### src/rtl/pe_module.sv
// Systolic-array multiply-accumulate PE: out += a*b each cycle, operands forwarded east/south.
// Define PE_SAT_EN for a saturating, sticky accumulator; the default build wraps modulo 2^ACC_W.
module pe_module #(
  parameter int DATA_W = 8,
  parameter int ACC_W  = 8
) (
  input  logic              clk,
  input  logic              rst,
  input  logic [DATA_W-1:0] a,
  input  logic [DATA_W-1:0] b,
  output logic [ACC_W-1:0]  out,
  output logic [DATA_W-1:0] out_a,
  output logic [DATA_W-1:0] out_b
);

  localparam int PROD_W = 2 * DATA_W;
  // One guard bit above the wider of accumulator and product, so the true sum never overflows.
  localparam int SUM_W  = ((ACC_W > PROD_W) ? ACC_W : PROD_W) + 1;

  logic [ACC_W-1:0]  out_q, out_d;
  logic [DATA_W-1:0] out_a_q, out_a_d;
  logic [DATA_W-1:0] out_b_q, out_b_d;
  logic [PROD_W-1:0] prod;
  logic [SUM_W-1:0]  sum;

`ifdef PE_SAT_EN
  logic sat_q, sat_d;

  always_comb begin
    prod    = {{DATA_W{1'b0}}, a} * {{DATA_W{1'b0}}, b};
    sum     = SUM_W'(out_q) + SUM_W'(prod);
    out_a_d = a;
    out_b_d = b;
    sat_d   = sat_q;
    out_d   = sum[ACC_W-1:0];
    if (sat_q || (sum > SUM_W'({ACC_W{1'b1}}))) begin
      sat_d = 1'b1;
      out_d = '1;
    end
  end

  always_ff @(posedge clk) begin
    if (rst) begin
      sat_q <= 1'b0;
    end else begin
      sat_q <= sat_d;
    end
  end
`else
  logic unused_sum_hi;

  always_comb begin
    prod    = {{DATA_W{1'b0}}, a} * {{DATA_W{1'b0}}, b};
    sum     = SUM_W'(out_q) + SUM_W'(prod);
    out_a_d = a;
    out_b_d = b;
    out_d   = sum[ACC_W-1:0];
  end

  // Bits above ACC_W are dropped by the modulo reduction.
  assign unused_sum_hi = ^sum[SUM_W-1:ACC_W];
`endif

  always_ff @(posedge clk) begin
    if (rst) begin
      out_q   <= '0;
      out_a_q <= '0;
      out_b_q <= '0;
    end else begin
      out_q   <= out_d;
      out_a_q <= out_a_d;
      out_b_q <= out_b_d;
    end
  end

  assign out   = out_q;
  assign out_a = out_a_q;
  assign out_b = out_b_q;

endmodule

### config.mk
export PLATFORM = sky130hd
export DESIGN_NAME = pe_module
export DESIGN_NICKNAME = d
export VERILOG_FILES = /design/src/rtl/pe_module.sv
export SDC_FILE = /design/constraint.sdc
export NUM_CORES = 1
export LEC_CHECK = 0
export CAP_MARGIN = 30
export CORE_UTILIZATION = 40
export DETAILED_ROUTE_END_ITERATION = 8
export DONT_BUFFER_PORTS = 1
export GPL_TIMING_DRIVEN = 0
export PLACE_DENSITY = 0.54
export SYNTH_ARGS = -nofsm -noshare
export SYNTH_HDL_FRONTEND = slang
export SYNTH_SLANG_ARGS = --single-unit
### constraint.sdc
create_clock -name clk -period 7.45 [get_ports clk]
set_input_delay 1.8625 -clock clk [delete_from_list [all_inputs] [get_ports clk]]
set_output_delay 1.8625 -clock clk [all_outputs]
set_load 0.1 [all_outputs]
### Yosys cells after proc, flatten, opt, wreduce, memory -nomap -nowiden

Cells that the tools add are included.
W data, S select, Z words.

* multiply operators: 1
* add/sub/neg operators: 1

Operator list (count)
* $add A8 B8 Y8: 1
* $mul A8 B8 Y8: 1

* register bits after elaboration: 24
* logic and storage cells: 5
* output and inout bits: 24

### Depth between registers and ports, before layout

* depth after elaboration: 2
* mapped depth: 15

### Worst setup path after synthesis

Ideal clock, no wire load.

* path type: input to register
* from: in a[5]
* to: reg out_q[7], in the netlist out[7]
* cell stages on the path: 13
* library setup time: 0.129 ns
* data arrival time: 4.848 ns
* data required time: 7.321 ns
* slack: 2.474 ns
* buffers on the path: 0
* cells stage by stage: nand2_1 fa_1 inv_1 fa_1 inv_1 fa_1 fa_1 inv_1 ha_1 a21oi_1 xnor2_2 xnor2_1 nor2_1

* longest elaborated chain between the ends: 2

RTL lines
* start, declared: line 9 `input logic [DATA_W-1:0] a,`
* $mul A8 B8 Y8: line 53 `prod = {{DATA_W{1'b0}}, a} * {{DATA_W{1'b0}}, b};`
* $add A8 B8 Y8: line 54 `sum = SUM_W'(out_q) + SUM_W'(prod);`
* end signal, assigned: line 70 `out_q <= out_d;`
* end, declared: line 20 `logic [ACC_W-1:0] out_q, out_d;`

No other way between the ends.
A chain may end at the register's enable or synchronous reset.

### Final worst setup path

Ends and elaborated chain as after synthesis.

==> flow_metrics.py <==
metrics = {
    "global_route": {
        "first_global_vias": 1057,
        "grt_pass1_wl_um": 5080,
        "grt_antenna_before_repair": 0,
        "global_route.usage.total_pct": 15.5,
        "globalRouteOverflowTotal": 0,
        "maximum_number_of_pins_on_one_net_before_global_route_repair": 15,
    },
    "worst_setup_path": {
        "cp-start-kind": "primary input",
        "crit_path_max_incr_delay_ps": 540,
        "critical_path.endpoint_type": "flop",
        "worst_path_max_delay_cell": "sky130_fd_sc_hd__fa_1",
        "timing.critical_path.arrival_ps": 5020,
        "critical_path.max_fanout": 4,
        "cp_cell_sequence": "nand2_1 -> fa_1 -> inv_1 -> fa_1 -> inv_1 -> fa_1 -> fa_1 -> inv_1 -> ha_1 -> a21oi_1 -> xnor2_2 -> xnor2_1 -> nor2_1",
        "cp_common_cell": "sky130_fd_sc_hd__fa_1",
        "path_class": "in2reg",
        "worst_ep_required_time_ps": 7580,
    },
    "timing": {
        "layout_min_cycle_time_ps": 4890,
        "drv_slew": 0,
        "holdWs_ps": 1250,
        "setup_ws_ps": 2560,
        "final-setup-viol-count": 0,
        "fin_setup_tns_ps": 0,
        "finalCritPeriodShare_pct": 65.6,
        "grt_setup_unrepaired": "no",
        "clock-skew-final_ps": 2.53,
        "worst-slew-pin-transition_ps": 1010,
        "slew-limit-headroom_pct": 32.2,
        "finalHoldViolations": 0,
        "fmax_mhz": 204,
    },
    "layout": {
        "final_area_sq_um": 1830,
        "finalNetCount": 235,
        "fill_cells": 409,
        "layout.core_utilization_pct": 45.5,
        "layout.cells.non_filler": 231,
        "area_delta_synth_final_pct": 8.12,
        "post_route_cells_drive_above_1_share_pct": 5.52,
        "insertedDiodeCount": 0,
    },
    "placement": {
        "post_dp_cell_area_sq_um": 1760,
        "place.detailed.instances": 226,
        "place.port_buffers": 0,
        "weighted_congestion_reported_at_the_end_of_routability_driven_placement": 0.737,
        "dp.final_hpwl_um": 2520,
        "post-place-ws_ps": 2280,
    },
    "floorplan": {
        "die_area_sq_um": 4500,
        "design.core.area_sq_um": 4030,
        "initial_core_util_pct": 42.0,
        "die_w_um": 67.1,
        "floorplan.die.height_um": 67.1,
        "rows": 23,
        "num_io_pins": 42,
    },
    "synth": {
        "post_synthesis_adder_cell_area_fraction_pct": 33.8,
        "yosys_register_bits": 24,
        "synth_compound_gate_area_share_pct": 1.48,
        "avgSynthCellArea_sq_um": 9.63,
        "dominant_combinational_cell_family_by_area_after_synthesis": "adder cells",
        "ys_warns": 0,
        "synth-simple-area-share_pct": 18.8,
        "synth_cell_type_count": 17,
        "post_syn_instances": 176,
        "yosys-mux-area-fraction_pct": 0,
        "sequential_cell_area_fraction_in_the_yosys_report_pct": 28.4,
        "synthXorXnorAreaFrac_pct": 9.75,
        "syn_nets": 229,
        "syn_area_sq_um": 1690,
    },
    "clocking": {
        "cts_max_path_buffers": 2,
        "htreeDepth": 1,
        "cts-resized-gates": 0,
        "cts_tree": "built",
        "clk_transition_reported_paths_ps": 90,
        "numClockSinks": 24,
        "insertion_delay_ps": 260,
        "post-cts-setup-buffers": 0,
        "clk_tree_root_cell": "sky130_fd_sc_hd__clkbuf_8",
        "numCtsBuffers": 3,
        "number_of_buffers_added_to_fix_hold_violations_after_cts": 0,
    },
    "flow_run": {
        "drv.max_cap_violation_count": 0,
    },
    "power_and_ir_drop": {
        "peakVddDrop_mv": 0.170,
        "cellPowerDensity_nw_per_um2": 402,
        "report.power.total_mw": 0.737,
        "static_leakage_nw": 0.884,
    },
    "drt": {
        "firstDrtPassIters": 6,
        "detailroute.via_count": 1041,
        "route.final.wire_length_um": 3080,
        "post_drt_via_cell_ratio": 4.51,
        "starting_drc_count_in_detailed_routing": 36,
        "drc": 0,
        "antenna_left": 0,
        "wl_per_cell_um": 13.3,
    },
    "status": {
        "run_status": "finished clean",
    },
    "hold_path": {
        "min_delay_worst_type": "reg2reg",
    },
}
-- cell usage in the layout, fill, tap and decap left out --
master and n:
sky130_fd_sc_hd__and2_2 3, sky130_fd_sc_hd__xnor2_2 1, sky130_fd_sc_hd__nor2b_2 1, sky130_fd_sc_hd__dfxtp_1 24
sky130_fd_sc_hd__and2_1 11, sky130_fd_sc_hd__a21o_1 2, sky130_fd_sc_hd__xnor2_1 13, sky130_fd_sc_hd__clkbuf_8 3
sky130_fd_sc_hd__ha_1 17, sky130_fd_sc_hd__nand2_1 21, sky130_fd_sc_hd__nor2b_1 19, sky130_fd_sc_hd__clkbuf_1 3
sky130_fd_sc_hd__fa_1 18, sky130_fd_sc_hd__xor2_1 4, sky130_fd_sc_hd__nand2_2 1, sky130_fd_sc_hd__nor2_1 4
sky130_fd_sc_hd__a21oi_1 2, sky130_fd_sc_hd__inv_1 33, sky130_fd_sc_hd__bufinv_16 1
-- cell usage after synthesis, drive strengths merged --
| cell | n | area, sq um |
|---|---|---|
| clkbuf | 2 | 7.51 |
| dfxtp | 24 | 480 |
| xnor2 | 14 | 130 |
| a21o | 2 | 15.0 |
| nor2 | 4 | 15.0 |
| inv | 33 | 124 |
| and2 | 14 | 91.3 |
| nor2b | 20 | 128 |
| nand2 | 22 | 85.1 |
| ha | 17 | 213 |
| a21oi | 2 | 10.0 |
| fa | 18 | 360 |
| xor2 | 4 | 35.0 |
-- registers in the layout, indices dropped and copies added (netlist names) --
name and count:
out 8, out_a 8, out_b 8
-- cell type report --
class	instances	area, sq um	area share (%)
Multi-Input combinational cell	117	1080	59.1
Sequential cell	24	480	26.2
Inverter	33	124	6.76
Tap cell	50	62.6	3.42
Clock buffer	3	41.3	2.25
Clock inverter	1	30.0	1.64
Buffer	2	7.51	0.410
Timing Repair Buffer	1	3.75	0.205
-- routing by layer --
layer | vias to the layer above | GRT usage [%] | share of wire (%)
li1 | 523 | - | -
met1 | 491 | 20.4 | 48
met2 | 25 | 24.9 | 46
met3 | 2 | 3.42 | 5.2
met4 | 0 | 4.79 | 0.81
met5 | - | 0 | 0
-- final timing paths --
kind	startpoint	to	slack, ps	cells past startpoint
max	a[5]	out[7]	2560	13
min	out[0]	out[0]	1250	2
max reg2reg	out[6]	out[7]	2960	13
min reg2reg	out[0]	out[0]	1250	2
-- critical path: cells and delay by family --
family                     cells  cell delay [ps]
AOI/OAI and AO/OA              1              280
xor gates and xnor gates       2              290
adders and majority gates      5             2340
buffers and inverters          3              150
and+or+nand+nor                2              110
-- where the power goes --
| part | internal [mW] | leakage, nW | switching, mW |
|---|---|---|---|
| combinational | 0.160 | 0.648 | 0.168 |
| clock | 0.0718 | 0.0357 | 0.0412 |
| sequential | 0.149 | 0.200 | 0.147 |
-- logic make-up after synthesis --
logic type / count (synthesis)
and+or+nand+nor: 60
adders and majority gates: 35
DFF: 24
AOI/OAI and AO/OA: 4
buffers and inverters: 35
xor gates and xnor gates: 18
Power figures use the tool's default switching activity.
